===== src/rtl/lag_pl_credit_tx_pkg.sv =====
// Shared types and helpers for the physical-lane credit transmitter.
// Flit type, credit-width helper and default geometry.
package lag_pl_credit_tx_pkg;

    localparam int unsigned FlitW = 8;

    typedef logic [FlitW-1:0] fifo_elements_t;

    // Ceiling log2, used to size credit counters as clog2(size+1).
    function automatic int unsigned lag_clog2(input int unsigned v);
        int unsigned r;
        r = 0;
        for (int i = 0; i < 32; i++) begin
            if ((64'd1 << i) < 64'(v)) begin
                r = i + 1;
            end
        end
        return r;
    endfunction

    localparam int unsigned DefSize = 3;
    localparam int unsigned DefN    = 4;
    localparam int unsigned DefCw   = lag_clog2(DefSize + 1);

endpackage


===== src/rtl/lag_credit_counter.sv =====
// Per-lane credit counter: decrements on a sent flit, increments on a returned credit,
// saturates at Size. Optional sticky overflow flag when LAG_PL_CREDIT_CHECK_EN is defined.
module lag_credit_counter #(
    parameter int unsigned Size = 3,
    parameter int unsigned CW   = 2
) (
    input  logic          clk,
    input  logic          rst,
    input  logic          dec,
    input  logic          inc,
    output logic [CW-1:0] count,
    output logic          nonzero,
    output logic          full,
    output logic          err
);

    localparam logic [CW-1:0] SizeC = CW'(Size);

    logic [CW-1:0] count_q, count_d;

    assign count   = count_q;
    assign nonzero = (count_q != '0);
    assign full    = (count_q == SizeC);

    // Next credit count; simultaneous inc/dec cancel, overflow saturates at Size.
    always_comb begin
        count_d = count_q;
        if (dec && !inc && nonzero) begin
            count_d = count_q - CW'(1);
        end else if (inc && !dec && !full) begin
            count_d = count_q + CW'(1);
        end
    end

    // Credit register, restored to a full FIFO's worth on reset.
    always_ff @(posedge clk) begin
        if (rst) begin
            count_q <= SizeC;
        end else begin
            count_q <= count_d;
        end
    end

`ifdef LAG_PL_CREDIT_CHECK_EN
    logic err_q, err_d;

    assign err = err_q;

    // A credit returned while already full means the downstream popped a flit it never got.
    always_comb begin
        err_d = err_q | (inc & ~dec & full);
    end

    // Sticky error flag, cleared only by reset.
    always_ff @(posedge clk) begin
        if (rst) begin
            err_q <= 1'b0;
        end else begin
            err_q <= err_d;
        end
    end

    // Flag the overflow in simulation as it happens.
    always_ff @(posedge clk) begin
        if (!rst) begin
            a_no_credit_overflow: assert (!(inc && !dec && full));
        end
    end
`else
    assign err = 1'b0;
`endif

endmodule


===== src/rtl/lag_pl_credit_tx.sv =====
// Credit-based transmitter for n downstream PL FIFOs of depth size.
// Flits are forwarded through one register stage as push + data_out per lane.
// Optional feature macro: LAG_PL_CREDIT_CHECK_EN (sticky per-lane credit overflow flag).
module lag_pl_credit_tx
    import lag_pl_credit_tx_pkg::*;
#(
    parameter int unsigned size = 3,
    parameter int unsigned n    = 4,
    parameter int unsigned CW   = lag_clog2(size + 1)
) (
    input  logic                  clk,
    input  logic                  rst,
    input  logic [n-1:0]          in_valid,
    output logic [n-1:0]          in_ready,
    input  fifo_elements_t [n-1:0] in_data,
    output logic [n-1:0]          push,
    output fifo_elements_t [n-1:0] data_out,
    input  logic [n-1:0]          credit_in,
    output logic [n-1:0][CW-1:0]  credits,
    output logic [n-1:0]          lane_idle,
    output logic [n-1:0]          cred_err
);

    logic [n-1:0]           acc;
    logic [n-1:0]           full;
    logic [n-1:0]           push_q, push_d;
    fifo_elements_t [n-1:0] data_q, data_d;

    for (genvar i = 0; i < n; i++) begin : g_lane
        lag_credit_counter #(
            .Size (size),
            .CW   (CW)
        ) u_credit_counter (
            .clk     (clk),
            .rst     (rst),
            .dec     (acc[i]),
            .inc     (credit_in[i]),
            .count   (credits[i]),
            .nonzero (in_ready[i]),
            .full    (full[i]),
            .err     (cred_err[i])
        );
    end

    // Accept only into lanes with a free downstream slot; data holds between flits.
    always_comb begin
        acc    = in_valid & in_ready;
        push_d = acc;
        data_d = data_q;
        for (int i = 0; i < n; i++) begin
            if (acc[i]) begin
                data_d[i] = in_data[i];
            end
        end
    end

    // Output stage; reset drops any in-flight push.
    always_ff @(posedge clk) begin
        if (rst) begin
            push_q <= '0;
            data_q <= '0;
        end else begin
            push_q <= push_d;
            data_q <= data_d;
        end
    end

    assign push      = push_q;
    assign data_out  = data_q;
    assign lane_idle = full & ~push_q;

endmodule


===== config.mk =====
export PLATFORM = sky130hd
export DESIGN_NAME = lag_pl_credit_tx
export DESIGN_NICKNAME = d
export VERILOG_FILES = /design/src/rtl/lag_pl_credit_tx_pkg.sv /design/src/rtl/lag_credit_counter.sv /design/src/rtl/lag_pl_credit_tx.sv
export SDC_FILE = /design/constraint.sdc
export NUM_CORES = 1
export LEC_CHECK = 0
export CORE_ASPECT_RATIO = 1.4
export CORE_UTILIZATION = 38
export DETAILED_ROUTE_END_ITERATION = 10
export PLACE_DENSITY = 0.89
export SLEW_MARGIN = 30
export SYNTH_ARGS = -nofsm -noshare
export SYNTH_HDL_FRONTEND = slang
export SYNTH_SLANG_ARGS = --single-unit

===== constraint.sdc =====
create_clock -name clk -period 1.44 [get_ports clk]
set_input_delay 0.144 -clock clk [delete_from_list [all_inputs] [get_ports clk]]
set_output_delay 0.144 -clock clk [all_outputs]
set_load 0.005 [all_outputs]

; ---- Yosys cells after proc, flatten, opt, wreduce, memory -nomap -nowiden
; Cells that the tools add are included.
; W data, S select, Z words.
[word_totals]
reg_bits = 44
latch_bits = 0
ramBits = 0
mem_bits_ro = 0
word_cells = 68
n_memories = 0
[classes]
addsub = 8
mul = 0
n_div = 0
order_cmp = 0
eq_ne = 4
shifts = 0
mux = 8
bitwise = 3
n_reduce_logical = 36
[ops]
columns = cell, n
row1 = $logic_and A1 B1 Y1, 16
row2 = $mux W2, 8
row3 = $reduce_bool A2 Y1, 8
row4 = $logic_not A1 Y1, 12
row5 = $add A2 B1 Y2 const B, 4
row6 = $and A4 B4 Y4, 2
row7 = $eq A2 B2 Y1 const B, 4
row8 = $sub A2 B1 Y2 const B, 4
row9 = $not A4 Y4, 1

; ---- Depth between registers and ports, before layout
; Gate-level depths: netlist (run 1).
[logic_depth]
depth_word = 7
ltp_mapped = 4
depth_no_buf = 3

; ---- Hierarchy
; Synthesis (run 1) repeated with hierarchy kept, for this count alone.
[hier_totals]
hier_cells = 228
hier_area_um2 = 2172.1
[modules_own_cells]
columns = mod, n_inst, cells_per_inst, area_per_inst_um2, seq_area_each_um2
row1 = lag_pl_credit_tx, 1, 164, 1671.6, 720.7
row2 = lag_credit_counter, 4, 16, 125.1, 40.0

; ---- Worst setup path after synthesis (run 1)
; OpenSTA, ideal clock, no wires.
[synth_timing]
kind = register -> register
startpoint = register g_lane[0].u_credit_counter.count_q[1]
endpoint = register g_lane[0].u_credit_counter.count_q[0]
arrival_time_ns = 0.931
required_ns = 1.318
setup_slack_ns = 0.387
path_stages_with_launch = 4
n_path_buf = 0
synth_period_minus_slack_ns = 1.053
path_cell_list = dfxtp_1 -> or3b_1 -> a31oi_1 -> o21ai_1
[synth_between]
elab_chain_cells = 6
word_cells_on_any_way = 11
classes_between = eq/ne (1) / mux (1) / bitwise (1) / reduce/logical (8)
[synth_lines]
columns = element, line
row1 = start: declaration, lag_credit_counter.sv:19  ; logic [CW-1:0] count_q, count_d;
row2 = start signal: assignment, lag_credit_counter.sv:38  ; count_q <= SizeC;
row3 = start signal: assignment, lag_credit_counter.sv:40  ; count_q <= count_d;
row4 = $reduce_bool A2 Y1, lag_credit_counter.sv:22  ; assign nonzero = (count_q != '0);
row5 = $and A4 B4 Y4, lag_pl_credit_tx.sv:47  ; acc = in_valid & in_ready;
row6 = $logic_not A1 Y1, lag_credit_counter.sv:30  ; end else if (inc && !dec && !full) begin
row7 = $logic_and A1 B1 Y1 (2 in series), lag_credit_counter.sv:30
row8 = $reduce_bool A2 Y1 (no line), --
; Several ways; a longest one is shown, not always the timed one.
; A chain may end at the register's enable or synchronous reset.

; ---- Worst setup path in the final report (run 1)
[layout_timing]
startpoint = register g_lane[3].u_credit_counter.count_q[1]
endpoint = output in_ready[3]
[layout_between]
elab_chain_cells = 1
[layout_lines]
columns = element, line
row1 = start: declaration, lag_credit_counter.sv:19
row2 = start signal: assignment, lag_credit_counter.sv:38
row3 = start signal: assignment, lag_credit_counter.sv:40
row4 = $reduce_bool A2 Y1, lag_credit_counter.sv:22
row5 = end: declaration, lag_pl_credit_tx.sv:14  ; output logic [n-1:0] in_ready,
; Every way passes these cells.

==> results.sh, run 1 <==
export IMPL_syn2layout_area_growth_pct=65.5
export IMPL_synth_edf_count=0
export IMPL_r2r_slack_ps=200
export IMPL_routed_wl_um=3910
export IMPL_synth_top_area_frac=0.493
export IMPL_period_minus_slack_ps=1350
export IMPL_cts_hold_buf=0
export IMPL_port_buffers=93
export IMPL_antenna_found_initial=0
export IMPL_fin_ws_ps=94.1
export IMPL_avgSynthCellArea_um2=9.50
export IMPL_path_class="reg -> out"
export IMPL_rsz0062_at_grt="false"
export IMPL_post_route_period_util=0.935
export IMPL_cts_clk_slew_worst_paths_ps=80
export IMPL_synth_warnings=0
export IMPL_cp_max_fo=9
export IMPL_numCtsBuffers=5
export IMPL_path_cells="or2_2 -> dlygate4sd2_1"
export IMPL_whs_ps=454
export IMPL_wl_per_cell_um=11.2
export IMPL_clkPwrFrac=0.342
export IMPL_dp_hpwl_um=3010
export IMPL_io_pins=98
export IMPL_cp_required_ps=1300
export IMPL_drt_vias_per_instance=4.59
export IMPL_dieArea_mm2=0.00498
export IMPL_synthesis_instances=188
export IMPL_holdPathStages=3
export IMPL_netlist_area_mm2=0.00179
export IMPL_coreArea_mm2=0.00454
export IMPL_insertion_delay_ps=290
export IMPL_cp_slowest_cell="dfxtp_4"
export IMPL_clock_skew_ps=5.58
export IMPL_cp_end_kind="output pin"
export IMPL_p_sw_uw=618
export IMPL_fp_row_count=29
export IMPL_async_reset_ff_frac=0
export IMPL_startpoint="g_lane[3].u_credit_counter.count[1]$_SDFFE_PP1P_"
export IMPL_ys_top_cells_by_area="dfxtp_1, mux2i_1, nor2_1"
export IMPL_fmax_mhz=743
export IMPL_grt_usage=0.166
export IMPL_diodes=0
export IMPL_gr_total_overflow=0
export IMPL_yosysSeqAreaShare=0.493
export IMPL_die_h_um=83.1
export IMPL_grt_max_degree=25
export IMPL_min_delay_start="in_data[17]"
export IMPL_clock_sinks=44
export IMPL_fin_nets=328
export IMPL_drv_cap=0
export IMPL_start_kind="flip-flop"
export IMPL_pwr_share_seq=0.474
export IMPL_hold_violations=0
export IMPL_setup_violations=0
export IMPL_status="complete, no violations"
export IMPL_synth_main_ff_cell="dfxtp_1"
export IMPL_yosysTopAreaCell="dfxtp_1"
export IMPL_cts_root_buf="clkbuf_8"
export IMPL_cts_tree="built"
export IMPL_reg2reg_to="data_out[7]$_SDFFE_PP0P_"
export IMPL_min_path_type="in -> reg"
export IMPL_p_int_uw=2190
export IMPL_drc=0
export IMPL_finalSetupTns_ps=0
export IMPL_dpl_instance_area_mm2=0.00279
export IMPL_ctsHtreeMaxLevel=2
export IMPL_grt_pass1_vias=1492
export IMPL_worst_path_largest_cell_delay_ps=370
export IMPL_firstDrtPassIters=6
export IMPL_drt_iter0_drc=41
export IMPL_start_util=0.394
export IMPL_postLayoutCellArea_mm2=0.00295
export IMPL_cts_path_max_buffers=2
export IMPL_drtAntennaViolNets=0
export IMPL_worstPathArrival_ps=1200
export IMPL_vias=1603
export IMPL_pwr_density_cell_mw_per_mm2=952
export IMPL_r2r_start="g_lane[0].u_credit_counter.count[0]$_SDFFE_PP1P_"
export IMPL_p_leak_uw=0.00128
export IMPL_report_final_slew_viol_count=0
export IMPL_drive_gt1_frac=0.115
export IMPL_place_gp_congestion=0.752
export IMPL_r2r_cells=5
export IMPL_finalPower_uw=2810
export IMPL_min_to="data_out[17]$_SDFFE_PP0P_"
export IMPL_dp_slack_ps=79.9
export IMPL_grt_pass1_wl_um=6330
export IMPL_ir_drop_v=0.000727
export IMPL_synth_most_common_cell="dfxtp_1"
export IMPL_synth_seq_cells=44
export IMPL_die_x_um=59.9
export IMPL_synthTopCellsByCount="dfxtp_1, nor2_1, mux2i_1, buf_4, a21oi_1"
export IMPL_swShare=0.220
export IMPL_combPwrFrac=0.184
export IMPL_ys_types=22
## cells by family (layout without fill, tap and decap cells)
family / Yosys count / after routing / share of synthesized area
flip-flops: 44 / 44 / 0.493
buffers and inverters: 21 / 117 / 0.0708
AO/OA/AOI/OAI: 25 / 25 / 0.0813
multiplexers: 32 / 32 / 0.179
AND/OR/NAND/NOR: 62 / 62 / 0.158
other: 1 / 4 / 0.00210
XOR/XNOR: 3 / 3 / 0.0147
## metal layers
layer	routed length, µm	GRT usage	share of wire	vias to the layer above
met1	1490	0.164	0.38	731
met5	0	0	0	-
met2	2160	0.308	0.55	57
li1	-	-	-	811
met4	48	0.0655	0.012	0
met3	203	0.0436	0.052	4
## registers in the layout (all words and copies together) (netlist names)
| signal | count |
|---|---|
| data_out | 32 |
| g_lane.u_credit_counter.count | 8 |
| push | 4 |
## worst max-delay path by stage
stage / to / cells after the start
after floorplan: g_lane[0].u_credit_counter.count[0]$_SDFFE_PP1P_ / 3
after global placement: g_lane[1].u_credit_counter.count[0]$_SDFFE_PP1P_ / 4
after detailed placement: g_lane[1].u_credit_counter.count[0]$_SDFFE_PP1P_ / 4
after CTS: lane_idle[0] / 3
after global routing: in_ready[3] / 2
final: in_ready[3] / 2
## what timing repair did
action	in CTS	in global routing
cloned	0	0
setup buffers	2	0
hold endpoints to repair	0	0
pin swaps	0	0
gates resized for setup	23	1
endpoints found under the setup margin	10	1
## layout make-up
| type | instances | area (µm²) |
|---|---|---|
| flip-flops and latches | 44 | 911 |
| clock buffers | 6 | 82.6 |
| repair buffers | 105 | 1040 |
| inverters | 4 | 15.0 |
| clock inverters | 2 | 38.8 |
| well taps | 62 | 77.6 |
| fillers | 377 | 1580 |
| multi-input cells | 126 | 790 |
## metrics by stage
stage | util | cells
after floorplan | - | 191
after global placement | 0.616 | 339
after detailed placement | 0.616 | 339
after CTS | 0.651 | 349
after global routing | 0.651 | 349
final | 0.651 | 349
## layout by cell type, fill, tap and decap left out, drive strengths merged, types with 6 or more instances in the layout
cell type / instances
clkdlybuf4s50: 85
dfxtp: 44
nor2: 40
mux2i: 32
buf: 12
a21oi: 9
nand2: 7
dlygate4sd2: 7
o21ai: 7
clkbuf: 6
## critical path: cells and delay by family (launching register included)
family        cells  cell delay, ps
flops             1             370
simple gates      1             280
buf+inv           1             270
## power groups by stage
stage	Combinational, µW	Clock (µW)	Sequential [µW]
2_1_floorplan	187	0	1370
3_3_place_gp	511	0	1370
3_5_place_dp	523	0	1370
4_1_cts	525	1010	1330
5_1_grt	563	1050	1340
6_report	517	961	1330
Power figures use the tool's default switching activity.
==> inputs of run 2 (changes only) <==
CELL_PAD_IN_SITES_DETAIL_PLACEMENT = 2   (was unset)
CELL_PAD_IN_SITES_GLOBAL_PLACEMENT = 2   (was unset)
CORE_MARGIN = 2   (was unset)
CORE_UTILIZATION = 21   (was 38)
SLEW_MARGIN = 15   (was 30)
==> run 2 against run 1 <==
Clock skew down 1.1 ps. Combinational power up 9.3%. Clock power up 13%. Worst setup slack worse by 55 ps. Maximum frequency down 3.9%. Clock-buffer cell count down 1. Core utilization down 27 points. First-iteration DRC count down 2.4%. Flip-flop and latch count unchanged.
==> results.sh, run 2 (synthesis results as in run 1) <==
export IMPL_status="complete, no violations"
export IMPL_vias=1712
export IMPL_drt_vias_per_instance=4.33
export IMPL_clock_sinks=44
export IMPL_insertion_delay_ps=280
export IMPL_swShare=0.239
export IMPL_hold_violations=0
export IMPL_drt_iter0_drc=40
export IMPL_min_path_type="in -> reg"
export IMPL_setup_violations=0
export IMPL_start_util=0.218
export IMPL_pwr_share_seq=0.446
export IMPL_port_buffers=93
export IMPL_pwr_density_cell_mw_per_mm2=961
export IMPL_final_cell_mix="clkdlybuf4s50_1, nor2_1, dfxtp_1"
export IMPL_grt_pass1_wl_um=9250
export IMPL_report_final_slew_viol_count=0
export IMPL_io_pins=98
export IMPL_dieArea_mm2=0.00927
export IMPL_fin_nets=335
export IMPL_combPwrFrac=0.189
export IMPL_drv_cap=0
export IMPL_fp_row_count=39
export IMPL_antenna_found_initial=0
export IMPL_numCtsBuffers=5
export IMPL_cts_path_max_buffers=2
export IMPL_cts_root_buf="clkbuf_16"
export IMPL_fmax_mhz=714
export IMPL_finalPower_uw=2990
export IMPL_ctsHtreeMaxLevel=2
export IMPL_path_class="reg -> out"
export IMPL_ir_drop_v=0.000562
export IMPL_final_cells=395
export IMPL_syn2layout_area_growth_pct=74.6
export IMPL_post_route_period_util=0.973
export IMPL_dp_hpwl_um=4310
export IMPL_routed_wl_um=5730
export IMPL_diodes=0
export IMPL_firstDrtPassIters=4
export IMPL_grt_usage=0.129
export IMPL_cp_end_kind="output pin"
export IMPL_place_gp_congestion=0.692
export IMPL_fin_ws_ps=38.8
export IMPL_p_leak_uw=0.00133
export IMPL_drtAntennaViolNets=0
export IMPL_finalSetupTns_ps=0
export IMPL_cts_clk_slew_worst_paths_ps=60
export IMPL_clkPwrFrac=0.365
export IMPL_worstPathArrival_ps=1260
export IMPL_p_sw_uw=715
export IMPL_largest_reg_flops=32
export IMPL_period_minus_slack_ps=1400
export IMPL_grt_pass1_vias=1954
export IMPL_cp_max_fo=4
export IMPL_wl_per_cell_um=14.5
export IMPL_gr_total_overflow=0
export IMPL_layout_commonest_cell="clkdlybuf4s50_1"
export IMPL_drive_gt1_frac=0.133
export IMPL_dp_slack_ps=42.5
export IMPL_dp_cells=379
export IMPL_rsz0062_at_grt="false"
export IMPL_utilization=0.380
export IMPL_p_int_uw=2280
export IMPL_cts_tree="built"
export IMPL_die_h_um=113
export IMPL_nFillCells=917
export IMPL_clock_skew_ps=4.52
export IMPL_start_kind="flip-flop"
export IMPL_grt_max_degree=27
export IMPL_cp_required_ps=1300
export IMPL_drc=0
export IMPL_die_x_um=81.9
export IMPL_coreArea_mm2=0.00820
## run 2: final timing paths
kind                            cells past startpoint  slack (ps)                                             start                                               end
worst max-delay path                                2          40  g_lane[2].u_credit_counter.count[1]$_SDFFE_PP1P_                                        credits[5]
worst min-delay path                                3         470                                       in_data[14]                         data_out[14]$_SDFFE_PP0P_
worst max register to register                      5         170  g_lane[2].u_credit_counter.count[0]$_SDFFE_PP1P_                         data_out[20]$_SDFFE_PP0P_
worst min register to register                      1         490  g_lane[1].u_credit_counter.count[0]$_SDFFE_PP1P_  g_lane[1].u_credit_counter.count[0]$_SDFFE_PP1P_
## run 2: cell type report
class                   instances  area, µm²  area share
clock buffers                   5        125      0.0401
clock inverters                 2       12.5     0.00401
inverters                       4       15.0     0.00482
multi-input cells             126        790       0.253
repair buffers                112       1140       0.365
flip-flops and latches         44        911       0.292
well taps                     102        128      0.0409
## run 2: layer usage
metal	up-vias	wire [µm]	global-route usage
met2	56	3460	0.257
met3	7	263	0.0271
met4	0	51	0.0300
met5	-	0	0
met1	829	1950	0.130
li1	820	-	-
## run 2: timing repair
| action | in CTS | in global routing |
|---|---|---|
| setup endpoints to repair | 15 | 3 |
| hold buffers | 0 | 0 |
| buffers inserted | 9 | 0 |
| gates resized for setup | 24 | 3 |
## run 2: worst max-delay path: stages, from the launching register on
cell             delay (ps)
dfxtp_4                 360
buf_4                   120
clkdlybuf4s50_1         500
## run 2: power by group through the flow
stage | Sequential, µW | Clock [µW] | Combinational [µW]
2_1_floorplan | 1370 | 0 | 187
3_3_place_gp | 1370 | 0 | 536
3_5_place_dp | 1380 | 0 | 557
4_1_cts | 1340 | 1140 | 577
5_1_grt | 1350 | 1200 | 621
6_report | 1340 | 1090 | 565
## run 2: per-stage QoR
step / cell area (µm²) / hold slack (ps)
floorplan: 1800 / 288
global placement: 2880 / 473
detailed placement: 2880 / 487
CTS: 3110 / 467
global route: 3120 / 483
finish: 3120 / 468
==> inputs of run 3 (changes only) <==
--- a/config.mk
+++ b/config.mk
@@ -10,7 +10,8 @@
 export CORE_ASPECT_RATIO = 1.4
 export CORE_MARGIN = 2
-export CORE_UTILIZATION = 21
+export CORE_UTILIZATION = 34
 export DETAILED_ROUTE_END_ITERATION = 10
-export PLACE_DENSITY = 0.89
+export DONT_BUFFER_PORTS = 1
+export PLACE_DENSITY = 0.87
 export SLEW_MARGIN = 15
 export SYNTH_ARGS = -nofsm -noshare
==> constraint.sdc (replaced) <==
create_clock -name clk -period 1.44 [get_ports clk]
set_input_delay 0.216 -clock clk [delete_from_list [all_inputs] [get_ports clk]]
set_output_delay 0.216 -clock clk [all_outputs]
set_load 0.005 [all_outputs]
==> run 3 against run 2 <==
Total power shrank 23%. Cell count down 35%. Critical path type unchanged. Clock-buffer cell count is 2 higher. Global-route usage rose by 1.8 points.
==> results.sh, run 3 (synthesis results as in run 1) <==
export IMPL_ctsHtreeMaxLevel=2
export IMPL_dpl_instance_area_mm2=0.00181
export IMPL_period_minus_slack_ps=1300
export IMPL_cts_tree="built"
export IMPL_fmax_mhz=771
export IMPL_status="complete, no violations"
export IMPL_combPwrFrac=0.092
export IMPL_rsz0062_at_grt="false"
export IMPL_firstDrtPassIters=3
export IMPL_drive_gt1_frac=0.0952
export IMPL_r2r_slack_ps=280
export IMPL_dp_hpwl_um=3110
export IMPL_post_cts_buffers=0
export IMPL_cp_required_ps=1220
export IMPL_largest_reg_flops=32
export IMPL_fin_nets=230
export IMPL_report_final_slew_viol_count=0
export IMPL_ir_drop_v=0.000560
export IMPL_cts_hold_buf=1
export IMPL_hold_violations=0
export IMPL_worstPathArrival_ps=1080
export IMPL_drv_cap=0
export IMPL_cts_clk_slew_worst_paths_ps=80
export IMPL_r2r_cells=4
export IMPL_layout_commonest_cell="dfxtp_1"
export IMPL_grt_pass1_vias=1415
export IMPL_numCtsBuffers=5
export IMPL_nFillCells=596
export IMPL_place_gp_congestion=0.629
export IMPL_insertion_delay_ps=290
export IMPL_syn2layout_area_growth_pct=7.43
export IMPL_final_cell_mix="dfxtp_1, nor2_1, mux2i_1"
export IMPL_postLayoutCellArea_mm2=0.00192
export IMPL_finalSetupTns_ps=0
export IMPL_start_util=0.349
export IMPL_cts_root_buf="clkbuf_8"
export IMPL_clkPwrFrac=0.321
export IMPL_start_kind="flip-flop"
export IMPL_p_int_uw=1740
export IMPL_clock_sinks=44
export IMPL_grt_usage=0.147
export IMPL_grt_pass1_wl_um=6670
export IMPL_drtAntennaViolNets=0
export IMPL_swShare=0.249
export IMPL_cts_path_max_buffers=2
export IMPL_pwr_share_seq=0.587
export IMPL_cp_end_kind="output pin"
export IMPL_post_route_period_util=0.901
export IMPL_path_class="reg -> out"
export IMPL_cp_max_fo=5
export IMPL_routed_wl_um=4150
export IMPL_fp_row_count=31
export IMPL_post_cts_resized=0
export IMPL_whs_ps=32.1
export IMPL_pwr_density_cell_mw_per_mm2=1210
export IMPL_min_path_type="in -> reg"
export IMPL_die_h_um=89.7
export IMPL_die_x_um=65.2
export IMPL_drt_vias_per_instance=5.17
export IMPL_diodes=0
export IMPL_drt_iter0_drc=23
export IMPL_finalPower_uw=2320
export IMPL_reg2reg_to="data_out[22]$_SDFFE_PP0P_"
export IMPL_gr_total_overflow=0
export IMPL_wl_per_cell_um=16.3
export IMPL_coreArea_mm2=0.00512
export IMPL_p_sw_uw=578
export IMPL_clock_skew_ps=5.82
export IMPL_startpoint="g_lane[3].u_credit_counter.count[0]$_SDFFE_PP1P_"
export IMPL_setup_violations=0
export IMPL_cp_endpoint="in_ready[3]"
export IMPL_antenna_found_initial=0
export IMPL_drc=0
export IMPL_grt_max_degree=37
export IMPL_port_buffers=0
export IMPL_io_pins=98
export IMPL_p_leak_uw=0.000870
export IMPL_vias=1319
export IMPL_dieArea_mm2=0.00586
export IMPL_r2r_start="g_lane[2].u_credit_counter.count[0]$_SDFFE_PP1P_"
==> run 3: cell count changes in the layout (fill, tap and decap cells not counted), moves of 3 or more <==
cell             before  now
clkdlybuf4s50_1      83    0
buf_4                14    6
dfxtp_1              36   44
dfxtp_4               8    0
dlygate4sd2_1         6    0
clkbuf_16             5    0
clkbuf_8              0    5
buf_12                5    1
dlymetal6s2s_1        3    0
==> run 3: power by group through the flow <==
stage	Combinational [µW]	Sequential (µW)	Clock, µW
floorplan	187	1370	0
global placement	184	1390	0
detailed placement	197	1390	0
CTS	219	1360	793
global route	245	1370	858
finish	213	1360	746
==> run 3: layer usage <==
layer / vias up / routed length [µm] / GRT usage
met4: 0 / 70 / 0.0608
met1: 646 / 1340 / 0.137
met5: - / 0 / 0
met2: 58 / 2370 / 0.273
li1: 610 / - / -
met3: 5 / 359 / 0.0588
==> run 3: worst min-delay path by stage <==
stage | from | endpoint | slack (ps) | depth (start not counted)
floorplan | in_data[0] | data_out[0]$_SDFFE_PP0P_ | 360 | 2
global placement | rst | push[2]$_SDFF_PP0_ | 290 | 1
detailed placement | rst | data_out[18]$_SDFFE_PP0P_ | 300 | 1
CTS | rst | g_lane[1].u_credit_counter.count[1]$_SDFFE_PP1P_ | 20 | 1
global route | rst | g_lane[3].u_credit_counter.count[1]$_SDFFE_PP1P_ | 9 | 1
finish | rst | g_lane[1].u_credit_counter.count[1]$_SDFFE_PP1P_ | 30 | 1
==> run 3: critical path, stage by stage (launching register included) <==
cell and delay, ps:
dfxtp_1 350, buf_4 170, or2_2 280
==> run 3: cell type report <==
class                   instances  area, µm²  share of cell area
inverters                       4       15.0             0.00783
well taps                      66       82.6              0.0431
clock buffers                   7       76.3              0.0398
clock inverters                 1       8.76             0.00457
repair buffers                  7       65.1              0.0339
multi-input cells             126        790               0.412
flip-flops and latches         44        881               0.459
==> run 3: metrics by stage <==
stage / util / setup slack, ps / cells
2_1_floorplan: - / 387 / 191
3_3_place_gp: 0.354 / 313 / 246
3_5_place_dp: 0.354 / 258 / 246
4_1_cts: 0.375 / 126 / 255
5_1_grt: 0.375 / 80.1 / 255
6_report: 0.375 / 143 / 255
